**src/rtl/adj_delay_ctrl.sv**
```systemverilog
// -----------------------------------------------------------------------------
// adj_delay_ctrl
// Run-time controller for the BRAM adjustable delay line. It accepts
// delay-change requests over a valid/ready handshake, range-checks them,
// drives the line's DELAY input and blanks dout_valid_o until the line holds
// only samples written under the new delay.
//
// States:
//   state | meaning
//   FILL  | line is refilling; counting CE samples up to target, outputs blanked
//   RUN   | line output valid; requests accepted
//
// Ports:
//   clk_i         master clock, shared with the delay line
//   rst_i         asynchronous reset, active-high
//   ce_i          sample enable, same signal as the line's CE
//   req_delay_i   requested delay in CE samples
//   req_valid_i   request valid
//   req_ready_o   request ready (high only in steady RUN)
//   delay_out_o   registered delay to the line's DELAY input
//   dout_valid_o  line output is valid for delay_out_o
//   busy_o        controller is not in steady RUN
//   err_o         one-cycle pulse on a rejected out-of-range request
//   chg_cnt_o     accepted-change count (statistics build only, else 0)
//   rej_cnt_o     rejected-request count (statistics build only, else 0)
//
// Build option: define ADJ_DELAY_CTRL_STATS_EN to build the saturating
// change/reject counters. Without it both count outputs are tied to zero.
// -----------------------------------------------------------------------------
module adj_delay_ctrl #(
    parameter int unsigned MIN_DELAY     = 4,
    parameter int unsigned MAX_DELAY     = 1024,
    parameter int unsigned DEFAULT_DELAY = 10,
    parameter int unsigned GUARD         = 2,
    parameter int unsigned ADR_SPAN      = 65536
) (
    input  logic        clk_i,
    input  logic        rst_i,
    input  logic        ce_i,
    input  logic [15:0] req_delay_i,
    input  logic        req_valid_i,
    output logic        req_ready_o,
    output logic [15:0] delay_out_o,
    output logic        dout_valid_o,
    output logic        busy_o,
    output logic        err_o,
    output logic [7:0]  chg_cnt_o,
    output logic [7:0]  rej_cnt_o
);

    localparam logic [15:0] MIN_D     = 16'(MIN_DELAY);
    localparam logic [15:0] MAX_D     = 16'(MAX_DELAY);
    localparam logic [15:0] DEF_D     = 16'(DEFAULT_DELAY);
    localparam logic [16:0] GUARD_W   = 17'(GUARD);
    localparam logic [16:0] SPAN_W    = 17'(ADR_SPAN);
    localparam logic [16:0] DEF_TGT   = 17'(DEFAULT_DELAY + GUARD);

    typedef enum logic {
        S_FILL = 1'b0,
        S_RUN  = 1'b1
    } state_t;

    state_t      state_q, state_d;
    logic [16:0] cnt_q, cnt_d;
    logic [16:0] target_q, target_d;
    logic [15:0] delay_q, delay_d;
    logic        valid_q, valid_d;
    logic        ready_q, ready_d;
    logic        busy_q, busy_d;
    logic        err_q, err_d;

    logic        hs;
    logic        out_of_range;
    logic        is_up;
    logic        is_down;
    logic        change;
    logic        reject;
    logic        fill_done;
    logic        run_steady;

    // Request decode. ready_q is only ever high in steady RUN, so a handshake
    // can never land while the line is refilling.
    always_comb begin
        hs           = req_valid_i & ready_q;
        out_of_range = (req_delay_i < MIN_D) || (req_delay_i > MAX_D);
        is_up        = req_delay_i > delay_q;
        is_down      = req_delay_i < delay_q;
        change       = hs & ~out_of_range & (is_up | is_down);
        reject       = hs & out_of_range;
        fill_done    = (state_q == S_FILL) && ce_i && (cnt_q == target_q - 17'd1);
    end

    // State register
    always_ff @(posedge clk_i or posedge rst_i) begin
        if (rst_i) begin
            state_q  <= S_FILL;
            cnt_q    <= '0;
            target_q <= DEF_TGT;
            delay_q  <= DEF_D;
            valid_q  <= 1'b0;
            ready_q  <= 1'b0;
            busy_q   <= 1'b1;
            err_q    <= 1'b0;
        end else begin
            state_q  <= state_d;
            cnt_q    <= cnt_d;
            target_q <= target_d;
            delay_q  <= delay_d;
            valid_q  <= valid_d;
            ready_q  <= ready_d;
            busy_q   <= busy_d;
            err_q    <= err_d;
        end
    end

    // Next-state and datapath
    always_comb begin
        state_d  = state_q;
        cnt_d    = cnt_q;
        target_d = target_q;
        delay_d  = delay_q;
        case (state_q)
            S_FILL: begin
                if (fill_done) begin
                    state_d = S_RUN;
                end else if (ce_i) begin
                    cnt_d = cnt_q + 17'd1;
                end
            end
            S_RUN: begin
                if (change) begin
                    state_d = S_FILL;
                    cnt_d   = '0;
                    delay_d = req_delay_i;
                    // A shorter delay points the read address back at samples
                    // written under the old period, so the write address has to
                    // wrap its full span before every read slot is fresh.
                    if (is_up) begin
                        target_d = {1'b0, req_delay_i} + GUARD_W;
                    end else begin
                        target_d = SPAN_W + {1'b0, req_delay_i};
                    end
                end
            end
            default: state_d = S_FILL;
        endcase
    end

    // Outputs: entering RUN is reported one clock after the state changes,
    // leaving RUN is reported on the handshake edge itself.
    always_comb begin
        run_steady = (state_q == S_RUN) && (state_d == S_RUN);
        valid_d    = run_steady;
        ready_d    = run_steady;
        busy_d     = ~run_steady;
        err_d      = reject;
    end

    assign req_ready_o  = ready_q;
    assign delay_out_o  = delay_q;
    assign dout_valid_o = valid_q;
    assign busy_o       = busy_q;
    assign err_o        = err_q;

`ifdef ADJ_DELAY_CTRL_STATS_EN
    logic [7:0] chg_q;
    logic [7:0] rej_q;

    always_ff @(posedge clk_i or posedge rst_i) begin
        if (rst_i) begin
            chg_q <= '0;
            rej_q <= '0;
        end else begin
            if (change && (chg_q != 8'hFF)) begin
                chg_q <= chg_q + 8'd1;
            end
            if (reject && (rej_q != 8'hFF)) begin
                rej_q <= rej_q + 8'd1;
            end
        end
    end

    assign chg_cnt_o = chg_q;
    assign rej_cnt_o = rej_q;
`else
    assign chg_cnt_o = 8'd0;
    assign rej_cnt_o = 8'd0;
`endif

endmodule

```
**config.mk**
```make
export PLATFORM = sky130hd
export DESIGN_NAME = adj_delay_ctrl
export DESIGN_NICKNAME = d
export VERILOG_FILES = /design/src/rtl/adj_delay_ctrl.sv
export SDC_FILE = /design/constraint.sdc
export NUM_CORES = 1
export LEC_CHECK = 0
export BUFFER_PORTS_ARGS = -buffer_cell sky130_fd_sc_hd__buf_4
export CORE_ASPECT_RATIO = 0.5
export CORE_UTILIZATION = 44
export CTS_CLUSTER_DIAMETER = 100
export DETAILED_ROUTE_END_ITERATION = 7
export REMOVE_ABC_BUFFERS = 1
export SLEW_MARGIN = 20
export SYNTH_ARGS = -nofsm -noshare
export SYNTH_HDL_FRONTEND = slang
export SYNTH_SLANG_ARGS = --single-unit
export TNS_END_PERCENT = 20
```
**constraint.sdc**
```tcl
create_clock -name clk_i -period 5.2 [get_ports clk_i]
set_input_delay 0 -clock clk_i [delete_from_list [all_inputs] [get_ports clk_i]]
set_output_delay 0 -clock clk_i [all_outputs]
set_load 0.02 [all_outputs]
```
======== Word level (Yosys, flattened, before mapping) ========
Cells that the tools add are included.
storage, ports and cells
  register bits ........................... 54
  input port bits ......................... 20
operators by class
  $add $sub $neg .......................... 4
  magnitude comparators ................... 4
  equal/unequal tests ..................... 4
  multiplexer cells ....................... 8
  bitwise logic cells ..................... 8
  reduce and logical (&&, ||, !) cells .... 6
operators with widths
  kind                                                    number
  2-to-1 mux 17 bit                                       4
  case mux 17 bit (2 select lines)                        1
  adder 16 x 2 -> 17 bit (second input constant)          1
  adder 17 x 1 -> 17 bit (second input constant)          1
  adder 17 x 16 -> 17 bit (first input constant)          1
  equality test 17 bit                                    1
  subtractor 17 x 1 -> 17 bit (second input constant)     1
  > comparator 16 x 11 -> 1 bit (second input constant)   1
  > comparator 16 bit                                     1
  < comparator 16 bit                                     1
  < comparator 16 x 3 -> 1 bit (second input constant)    1
  AND 1 bit                                               4
  inequality test 2 bit (second input constant)           2
  logical AND 1 bit                                       3
  NOT 1 bit                                               3
  AND reduction 3 bit                                     1
  2-to-1 mux 1 bit                                        2
  inequality test 2 x 1 -> 1 bit (second input constant)  1
  case mux 1 bit (2 select lines)                         1
  AND reduction 2 bit                                     1
  logical OR 1 bit                                        1
  OR 1 bit                                                1

======== Depth between registers and ports, before layout ========
Gate-level depths: netlist (run 1).
  depth in word-level cells ............... 9
  gate-level depth with buffers ........... 11

======== Least setup slack after synthesis (run 1) ========
No wires, ideal clock.
  kind .................................... flip-flop to flip-flop
  start ................................... reg target_q[6]
  end ..................................... reg cnt_q[7]
  data arrival time ....................... 2,837 ps
  required time ........................... 5,090 ps
  slack ................................... 2,253 ps
  stages on the path, launching flop included .. 11
  buffers on the path ..................... 3
  path through ............................ dfrtp_1 buf_6 or4_4 or3_1 or4_1 a22o_1 o41ai_2 buf_4 buf_4 o211ai_1 o41ai_1
between the ends
  longest elaborated chain between the ends .. 5
RTL lines
  element                          RTL line  text
  from (decl)                      65        logic [16:0] target_q, target_d;
  from (signal assigned)           107       target_q <= target_d;
  subtractor 17 x 1 -> 17 bit      90        fill_done = (state_q == S_FILL) && ce_i && (cnt_q == target_q - 17'd1);
  equality test 17 bit             90
  logical AND 1 bit                90
  inequality test 2 bit (no line)  n/a
  AND reduction 3 bit (no line)    n/a
  to (signal assigned)             106       cnt_q <= cnt_d;
  to (decl)                        64        logic [16:0] cnt_q, cnt_d;
No other way between the ends.
A chain may end at the register's enable or synchronous reset.

======== Worst setup path in the final report (run 1) ========
  start ................................... reg target_q[0]
  end ..................................... reg cnt_q[11]
The elaborated chain is that of the path after synthesis.

==> metrics.txt, run 1 <==
outcome=finished, final reports clean; clock slew at reported path FFs=70 ps; largest net degree at the start of global routing=54; Tmin final=around 3400 ps; Layout Cells excl Fill=about 550; DRT antenna net count=0; die width=129 µm; Seq pwr share=between 40 and 50%; Sequential Area=around 1300 µm²; Synth Register Bits=53; clk sinks=53; # DRC=0; DIE AREA=around 8400 µm²; Routed WL=approximately 7.9 mm; internal cell power=0.844 mW; fraction of layout cells with a size suffix above 1=between 10 and 15%; clock buffer count from CTS=5; Overflow after GRT=0; CP Launch Type=flip-flop; commonest non-fill, non-tap cells in the layout=48 x dfrtp_1, 42 x buf_4, 40 x nand2_1, 30 x o21ai_0, 24 x nor2_1; commonest non-fill, non-tap cell in the layout=dfrtp_1; Post-Place Cells=533; nets@finish=between 400 and 500; worst skew pair latency=300 ps; ANT cells=0; synthesized area per cell=between 8 and 9 µm²; GR Util All Layers=a little over a fifth; Distinct cells, synth=55; Final Cell Area=4110 µm²; initial antenna violation count=0; Fill cells=roughly 700; critical-path maximum fanout=30; DRT iter0 DRCs=around 120; fmax=just under 0.3 GHz; Hold Path Class=primary input to flip-flop; post-synth top area cell=dfrtp_1; multi-input logic area=1960 µm²; register area share after synthesis=roughly 38%; initial core utilization=46.8%; CP Class=flip-flop to flip-flop; ratio of final minimum period to clock period=about 66%; reg2reg setup slack=1750 ps; EDFF count, synth=0; Total Power=approximately 1.3 mW; Setup crit end kind=flip-flop; Mapped Cells=~400; core footprint=7540 µm²; FP Rows=22; Yosys warnings=0; worst rel slew slack=~36%; Slowest-stage cell, CP=or4b_2; Final setup viols=0; synthesis-to-finish area growth=16.3%; vias in the first global route=between 2000 and 3000; Die Ht=~65 µm; NetSw=0.489 mW; final core utilization=between 50% and 60%; peak supply drop=between 0.00015 and 0.0002 V; TNS Setup=0 ps; post-synthesis async set-or-reset flop share=100%; CP required=around 5400 ps; CP Data Arrival Time=approximately 3700 ps; max-slew violation count=0; Resized Gates After CTS=0; Final Skew=roughly 6.2 ps; slew at the pin closest to its max-slew limit=952 ps; placement-stage cell area=3830 µm²; TritonCTS clock tree=built; crit-path cells=inv_1 -> ha_1 -> or4b_2 -> nor4_1 -> or3_1 -> a22o_1 -> o41ai_4 -> buf_4 -> or4_1 -> a21oi_1; ys flop type=dfrtp_1; port bufs=39; WL/cell=approximately 14 µm; crit-path max cell delay=around 700 ps; first-pass GRT wire length=roughly 14 mm; Gate power share=roughly a third; max-cap violations=0; IO Pins=56; Area contributors post-synth=dfrtp_1 34%, ha_1 6.7%, buf_4 4.3%; GPL Wtd Cong=0.822; switch share=a little under two fifths; PD cells=roughly 320 nW/µm²; Root Driver=clkbuf_16; routed vias=slightly below 3000; clock power share=between 20% and 30%; DP HPWL=a little under 6 mm; Final Hold Viols=0; Pre-antenna DRT Iters=4; unrepaired setup endpoints after global routing=false; Vias/cell=5.36; H-tree levels=2; Leak=approximately 1.8 nW; Clock Tree Buf Depth=2; area fraction of the dominant cell type after synthesis=34.0%; Syn Std Cell Area=3530 µm²
[path summary, 6_finish.rpt]
check	start	endpoint	cells past startpoint
max	target_q[0]$_DFFE_PP0P_	cnt_q[11]$_DFFE_PP0P_	10
min	ce_i	cnt_q[0]$_DFFE_PP0P_	3
max reg2reg	target_q[0]$_DFFE_PP0P_	cnt_q[11]$_DFFE_PP0P_	10
min reg2reg	delay_out_o[11]$_DFFE_PP0P_	delay_out_o[11]$_DFFE_PP0P_	2
max in group asynchronous	rst_i	cnt_q[0]$_DFFE_PP0P_	4
min in group asynchronous	rst_i	delay_out_o[6]$_DFFE_PP0P_	4
[state kept, by name (all words and copies together), names as in the netlist]
register	flops
cnt_q	17
target_q	17
delay_out_o	15
busy_o	1
err_o	1
req_ready_o	1
state_q	1
[cell usage after synthesis (all sizes together), types with 11 or more instances]
cell type,count
nand3,19
xor2,16
xnor2,11
nand2,40
buf,23
clkbuf,11
o21ai,33
inv,22
dfrtp,48
a21oi,15
nor2,25
ha,19
[metal layers]
metal	GRT usage, %	wire, µm	up-vias
li1	-	-	1492
met1	28.9	3990	1397
met2	34.1	3520	68
met3	4.23	338	10
met4	5.44	83	0
met5	0	0	-
[worst max-delay path, delay by kind of cell, from the launching register on]
| kind | cells | cell delay [ps] |
|---|---|---|
| AO/OA/AOI/OAI | 3 | 420 |
| adder cells (fa/ha/maj) | 1 | 250 |
| buffers and inverters | 2 | 370 |
| flip-flops | 1 | 490 |
| AND/OR/NAND/NOR | 4 | 1850 |
[cell families after synthesis]
family	count (synthesis)	synth area share (%)
flip-flops	53	37.8
adder cells (fa/ha/maj)	19	6.74
other	1	0.106
XOR/XNOR	27	6.70
multiplexers	5	1.45
buffers and inverters	56	8.61
AND/OR/NAND/NOR	149	21.7
AO/OA/AOI/OAI	92	16.9
[final cells by class]
type	count	area share, %
clock inverter	3	0.518
timing repair buffer	55	10.8
multi-input combinational	308	47.8
tap	108	3.29
sequential	53	32.4
clock buffer	5	3.05
inverter	22	2.01
[power by group through the flow]
stage / clock network, mW / registers [mW] / logic [mW]
after floorplan: 0 / 0.575 / 0.254
after global placement: 0 / 0.547 / 0.439
after detailed placement: 0 / 0.551 / 0.445
after CTS: 0.348 / 0.543 / 0.456
after global routing: 0.362 / 0.553 / 0.507
final: 0.336 / 0.544 / 0.452
[per-stage QoR]
stage | setup WS, ps | hold WS, ps
after floorplan | 1290 | 109
after global placement | 1870 | 217
after detailed placement | 1800 | 230
final | 1750 | 18.1
after global routing | 1460 | 37.4
after CTS | 1750 | 12.2
[repair_timing]
item / in CTS / in global routing
endpoints found under the setup margin: 0 / 0
hold buffers: 13 / 0
endpoints found under the hold margin: 61 / 0
buffers inserted: 0 / 0
Note: power is estimated with default switching activity, not from simulation.
==> run 2: changes to the inputs <==
--- a/config.mk
+++ b/config.mk
@@ -10,6 +10,7 @@
 export CORE_UTILIZATION = 44
 export CTS_CLUSTER_DIAMETER = 100
 export DETAILED_ROUTE_END_ITERATION = 7
+export PLACE_DENSITY = 0.67
 export REMOVE_ABC_BUFFERS = 1
 export SLEW_MARGIN = 20
 export SYNTH_ARGS = -nofsm -noshare
==> constraint.sdc (replaced) <==
create_clock -name clk_i -period 2.8 [get_ports clk_i]
set_input_delay 0 -clock clk_i [delete_from_list [all_inputs] [get_ports clk_i]]
set_output_delay 0 -clock clk_i [all_outputs]
set_load 0.02 [all_outputs]
==> metrics.txt, run 2 (synthesis gave the netlist of run 1 again) <==
Reg2Reg Depth=10; fmax=0.341 GHz; reg2reg setup slack=-130 ps; worst skew pair latency=300 ps; TritonCTS clock tree=built; clock slew at reported path FFs=about 70 ps; Final Skew=around 4.6 ps; ratio of final minimum period to clock period=105%; initial antenna violation count=0; Vias/cell=approximately 5.2; Die Ht=~65 µm; GR Util All Layers=about a fifth; fraction of layout cells with a size suffix above 1=23.5%; FP Rows=22; Tmin final=between 2000 and 3000 ps; Setup crit end kind=flip-flop; Hold Path Depth=3; # DRC=0; worst reg2reg path endpoint=cnt_q[11]$_DFFE_PP0P_; final core utilization=between 60% and 70%; CP Data Arrival Time=between 3000 and 4000 ps; Final Hold Viols=0; max-cap violations=0; unrepaired setup endpoints after global routing=true; DRT antenna net count=0; DIE AREA=between 8000 and 9000 µm²; Overflow after GRT=0; Total Power=between 2 and 3 mW; Clock Tree Buf Depth=2; slack of the critical path=-135 ps; ANT cells=0; multi-input logic area=roughly 2100 µm²; CP Class=flip-flop to flip-flop; Fill cells=approximately 660; CP Launch Type=flip-flop; reg2reg start=target_q[8]$_DFFE_PP0P_; CP required=about 3000 ps; Worst Hold Endpoint=cnt_q[0]$_DFFE_PP0P_; Final Cell Area=roughly 4500 µm²; Final setup viols=18; Leak=2.07 nW; initial core utilization=around 47%; port bufs=39; peak supply drop=around 0.00032 V; IO Pins=56; PD cells=about 600 nW/µm²; DP HPWL=5.89 mm; Hold Startpoint=ce_i; core footprint=around 7500 µm²; max-slew violation count=0; die width=about 130 µm; Layout Cells excl Fill=around 600; GPL Wtd Cong=0.874; routed vias=between 3000 and 4000; commonest non-fill, non-tap cell in the layout=buf_4; Root Driver=clkbuf_16; Sequential Area=1330 µm²; outcome=complete, but fails checks; Pre-antenna DRT Iters=4; commonest non-fill, non-tap cells in the layout=64 x buf_4, 48 x dfrtp_1, 40 x nand2_1, 30 x o21ai_0, 24 x nor2_1; WHS=20.3 ps; DRT iter0 DRCs=136; vias in the first global route=~2800; H-tree levels=2; clk sinks=53; Post-Place Cells=557; failing checks=negative setup slack; WL/cell=approximately 14 µm; Hold Path Class=primary input to flip-flop; Routed WL=approximately 8.3 mm; first-pass GRT wire length=roughly 14 mm; clock buffer count from CTS=5; largest net degree at the start of global routing=34; critical-path maximum fanout=6; pre-CTS setup slack=-159 ps; TNS Setup=-1230 ps; placement-stage cell area=4060 µm²; nets@finish=514; synthesis-to-finish area growth=28.6%
-- run 2: layout make-up --
| cell class | count | area share (%) |
|---|---|---|
| clock buffers | 5 | 2.76 |
| clock inverters | 3 | 0.469 |
| inverters | 22 | 1.82 |
| multi-input cells | 308 | 45.8 |
| flip-flops and latches | 53 | 29.4 |
| well taps | 108 | 2.98 |
| repair buffers | 85 | 16.8 |
-- run 2: worst max-delay path by stage --
stage	cells after the start	to	from
global route	10	cnt_q[11]$_DFFE_PP0P_	target_q[8]$_DFFE_PP0P_
floorplan	9	cnt_q[13]$_DFFE_PP0P_	target_q[0]$_DFFE_PP0P_
global placement	10	cnt_q[11]$_DFFE_PP0P_	target_q[0]$_DFFE_PP0P_
finish	10	cnt_q[11]$_DFFE_PP0P_	target_q[8]$_DFFE_PP0P_
CTS	9	cnt_q[11]$_DFFE_PP0P_	target_q[5]$_DFFE_PP0P_
detailed placement	10	cnt_q[9]$_DFFE_PP0P_	target_q[0]$_DFFE_PP0P_
-- run 2: power by group --
group / total, mW / leakage [nW] / switching, mW / internal [mW]
clock network: 0.630 / 0.0702 / 0.297 / 0.334
logic: 1.12 / 1.34 / 0.577 / 0.545
registers: 0.989 / 0.656 / 0.106 / 0.882
total: 2.74 / 2.07 / 0.980 / 1.76
-- run 2: critical path, stage by stage (launching register included) --
cell	delay, ps
dfrtp_1	380
or4_4	540
or3_4	390
or4_4	420
a22o_1	220
o41ai_4	300
buf_4	180
buf_12	110
buf_6	100
o31ai_2	80
a21oi_2	140
-- run 2: repair_timing --
action,in CTS,in global routing
gates cloned,0,2
resized for setup,6,19
endpoints found under the setup margin,18,21
hold buffers,13,0
buffers inserted,0,5
pin swaps,4,19
hold endpoints to repair,30,0
-- run 2: layer usage --
layer,global-route usage [%],part of all wire [%]
met5,0,0
met4,5.74,1.1
met3,3.58,3.6
met2,32.5,45
met1,30.6,50
==> run 3: changes to the inputs <==
--- a/config.mk
+++ b/config.mk
@@ -12,6 +12,7 @@
 export DETAILED_ROUTE_END_ITERATION = 7
 export PLACE_DENSITY = 0.67
 export REMOVE_ABC_BUFFERS = 1
+export SKIP_LAST_GASP = 1
 export SLEW_MARGIN = 20
 export SYNTH_ARGS = -nofsm -noshare
 export SYNTH_HDL_FRONTEND = slang
==> metrics.txt, run 3 (synthesis gave the netlist of run 1 again) <==
worst skew pair latency=300 ps; WL/cell=~14 µm; Vias/cell=5.27; Reg2Reg Depth=10; die width=129 µm; clk sinks=53; crit-path cells=or4_4 -> or3_4 -> or4_4 -> a22o_1 -> o41ai_4 -> buf_4 -> buf_12 -> buf_6 -> o31ai_1 -> a21oi_1; H-tree levels=2; Post-Place Cells=approximately 560; initial core utilization=between 40% and 50%; commonest non-fill, non-tap cell in the layout=buf_4; slew at the pin closest to its max-slew limit=around 740 ps; core footprint=between 7000 and 8000 µm²; Overflow after GRT=0; DIE AREA=~8400 µm²; max-slew violation count=0; # DRC=0; placement-stage cell area=approximately 4000 µm²; DP HPWL=5.89 mm; critical-path maximum fanout=6; Slowest-stage cell, CP=or4_4; PD cells=between 600 and 700 nW/µm²; Clock Tree Buf Depth=2; FP Rows=22; TritonCTS clock tree=built; first-pass GRT wire length=13.7 mm; outcome=complete, but fails checks; Final Hold Viols=0; vias in the first global route=approximately 2800; DRT antenna net count=0; Layout Cells excl Fill=roughly 600; Final Skew=around 5.0 ps; multi-input logic area=roughly 2100 µm²; max-cap violations=0; Pre-antenna DRT Iters=4; Final Cell Area=between 4000 and 5000 µm²; clock buffer count from CTS=5; port bufs=39; fmax=between 0.3 and 0.4 GHz; unrepaired setup endpoints after global routing=true; Hold Startpoint=ce_i; Hold Path Class=primary input to flip-flop; Fill cells=around 660; Root Driver=clkbuf_16; Leak=approximately 2.1 nW; TNS Setup=-1460 ps; Die Ht=between 60 and 70 µm; slack of the critical path=-115 ps; IO Pins=56; Sequential Area=about 1300 µm²; ratio of final minimum period to clock period=104%; CP Class=flip-flop to flip-flop; GR Util All Layers=a little over a fifth; CP Launch Type=flip-flop; final core utilization=roughly 60%; CP required=slightly above 3000 ps; Tmin final=slightly below 3000 ps; largest net degree at the start of global routing=34; failing checks=negative setup slack; CP startpoint=target_q[5]$_DFFE_PP0P_; Final setup viols=18; GPL Wtd Cong=between 0.8 and 0.9; fraction of layout cells with a size suffix above 1=a little under a quarter; synthesis-to-finish area growth=28.7%; CP Data Arrival Time=between 3000 and 4000 ps; worst rel slew slack=between 50% and 60%; DRT iter0 DRCs=168; ANT cells=0; peak supply drop=between 0.0003 and 0.0004 V; routed vias=between 3000 and 4000; crit-path max cell delay=540 ps; commonest non-fill, non-tap cells in the layout=64 x buf_4, 48 x dfrtp_1, 40 x nand2_1, 30 x o21ai_0, 24 x nor2_1; reg2reg start=target_q[5]$_DFFE_PP0P_; Setup crit end kind=flip-flop; nets@finish=515; Total Power=between 2 and 3 mW; initial antenna violation count=0; CP most frequent cell=or4_4; Routed WL=between 8 and 9 mm; Hold Path Depth=3; clock slew at reported path FFs=around 70 ps
-- run 3: cell count changes in the layout (fill, tap and decap cells not counted), sizes merged --
cell / change
buf: +1
-- run 3: area by class of cell --
type,count,area share (%)
multi-input combinational,308,45.6
clock buffer,5,2.75
sequential,53,29.3
tap,108,2.98
timing repair buffer,86,17.1
inverter,22,1.82
clock inverter,3,0.468
-- run 3: timing repair --
| action | in CTS | in global routing |
|---|---|---|
| endpoints found under the hold margin | 30 | 0 |
| buffers inserted | 0 | 5 |
| cloned | 0 | 3 |
| hold buffers | 13 | 0 |
| gates resized for setup | 3 | 19 |
| pin swaps | 0 | 11 |
| endpoints found under the setup margin | 18 | 21 |
-- run 3: worst max-delay path: cells and delay by family (launching register included) --
kind                   cells  cell delay (ps)
buffers and inverters      3              390
AND/OR/NAND/NOR            3             1350
AO/OA/AOI/OAI              4              740
flip-flops                 1              380
-- run 3: final timing paths --
path	slack, ps	to
worst max-delay path	-120	cnt_q[11]$_DFFE_PP0P_
worst min-delay path	20	cnt_q[0]$_DFFE_PP0P_
worst max register to register	-120	cnt_q[11]$_DFFE_PP0P_
worst min register to register	510	target_q[2]$_DFFE_PP1P_
max in group asynchronous	1830	busy_o$_DFF_PP1_
min in group asynchronous	250	delay_out_o[13]$_DFFE_PP0P_
-- run 3: power by group --
part / total (mW) / switching, mW / internal [mW] / leakage [nW]
registers: 0.988 / 0.106 / 0.882 / 0.656
clock network: 0.633 / 0.299 / 0.334 / 0.0702
logic: 1.15 / 0.593 / 0.560 / 1.34
total: 2.77 / 0.998 / 1.78 / 2.06
-- run 3: metal layers --
layer	vias up	global-route usage [%]	wire length, µm
li1	1555	-	-
met1	1441	30.4	4190
met2	80	32.6	3790
met3	9	3.58	350
met4	0	5.74	99
met5	-	0	0
-- run 3: stage by stage --
| stage | worst slack, ps | hold slack (ps) |
|---|---|---|
| after floorplan | -1110 | 109 |
| after global placement | -92.7 | 27.4 |
| after detailed placement | -159 | 30.6 |
| after CTS | -127 | 23.2 |
| after global routing | -208 | 27.6 |
| final | -115 | 18.9 |
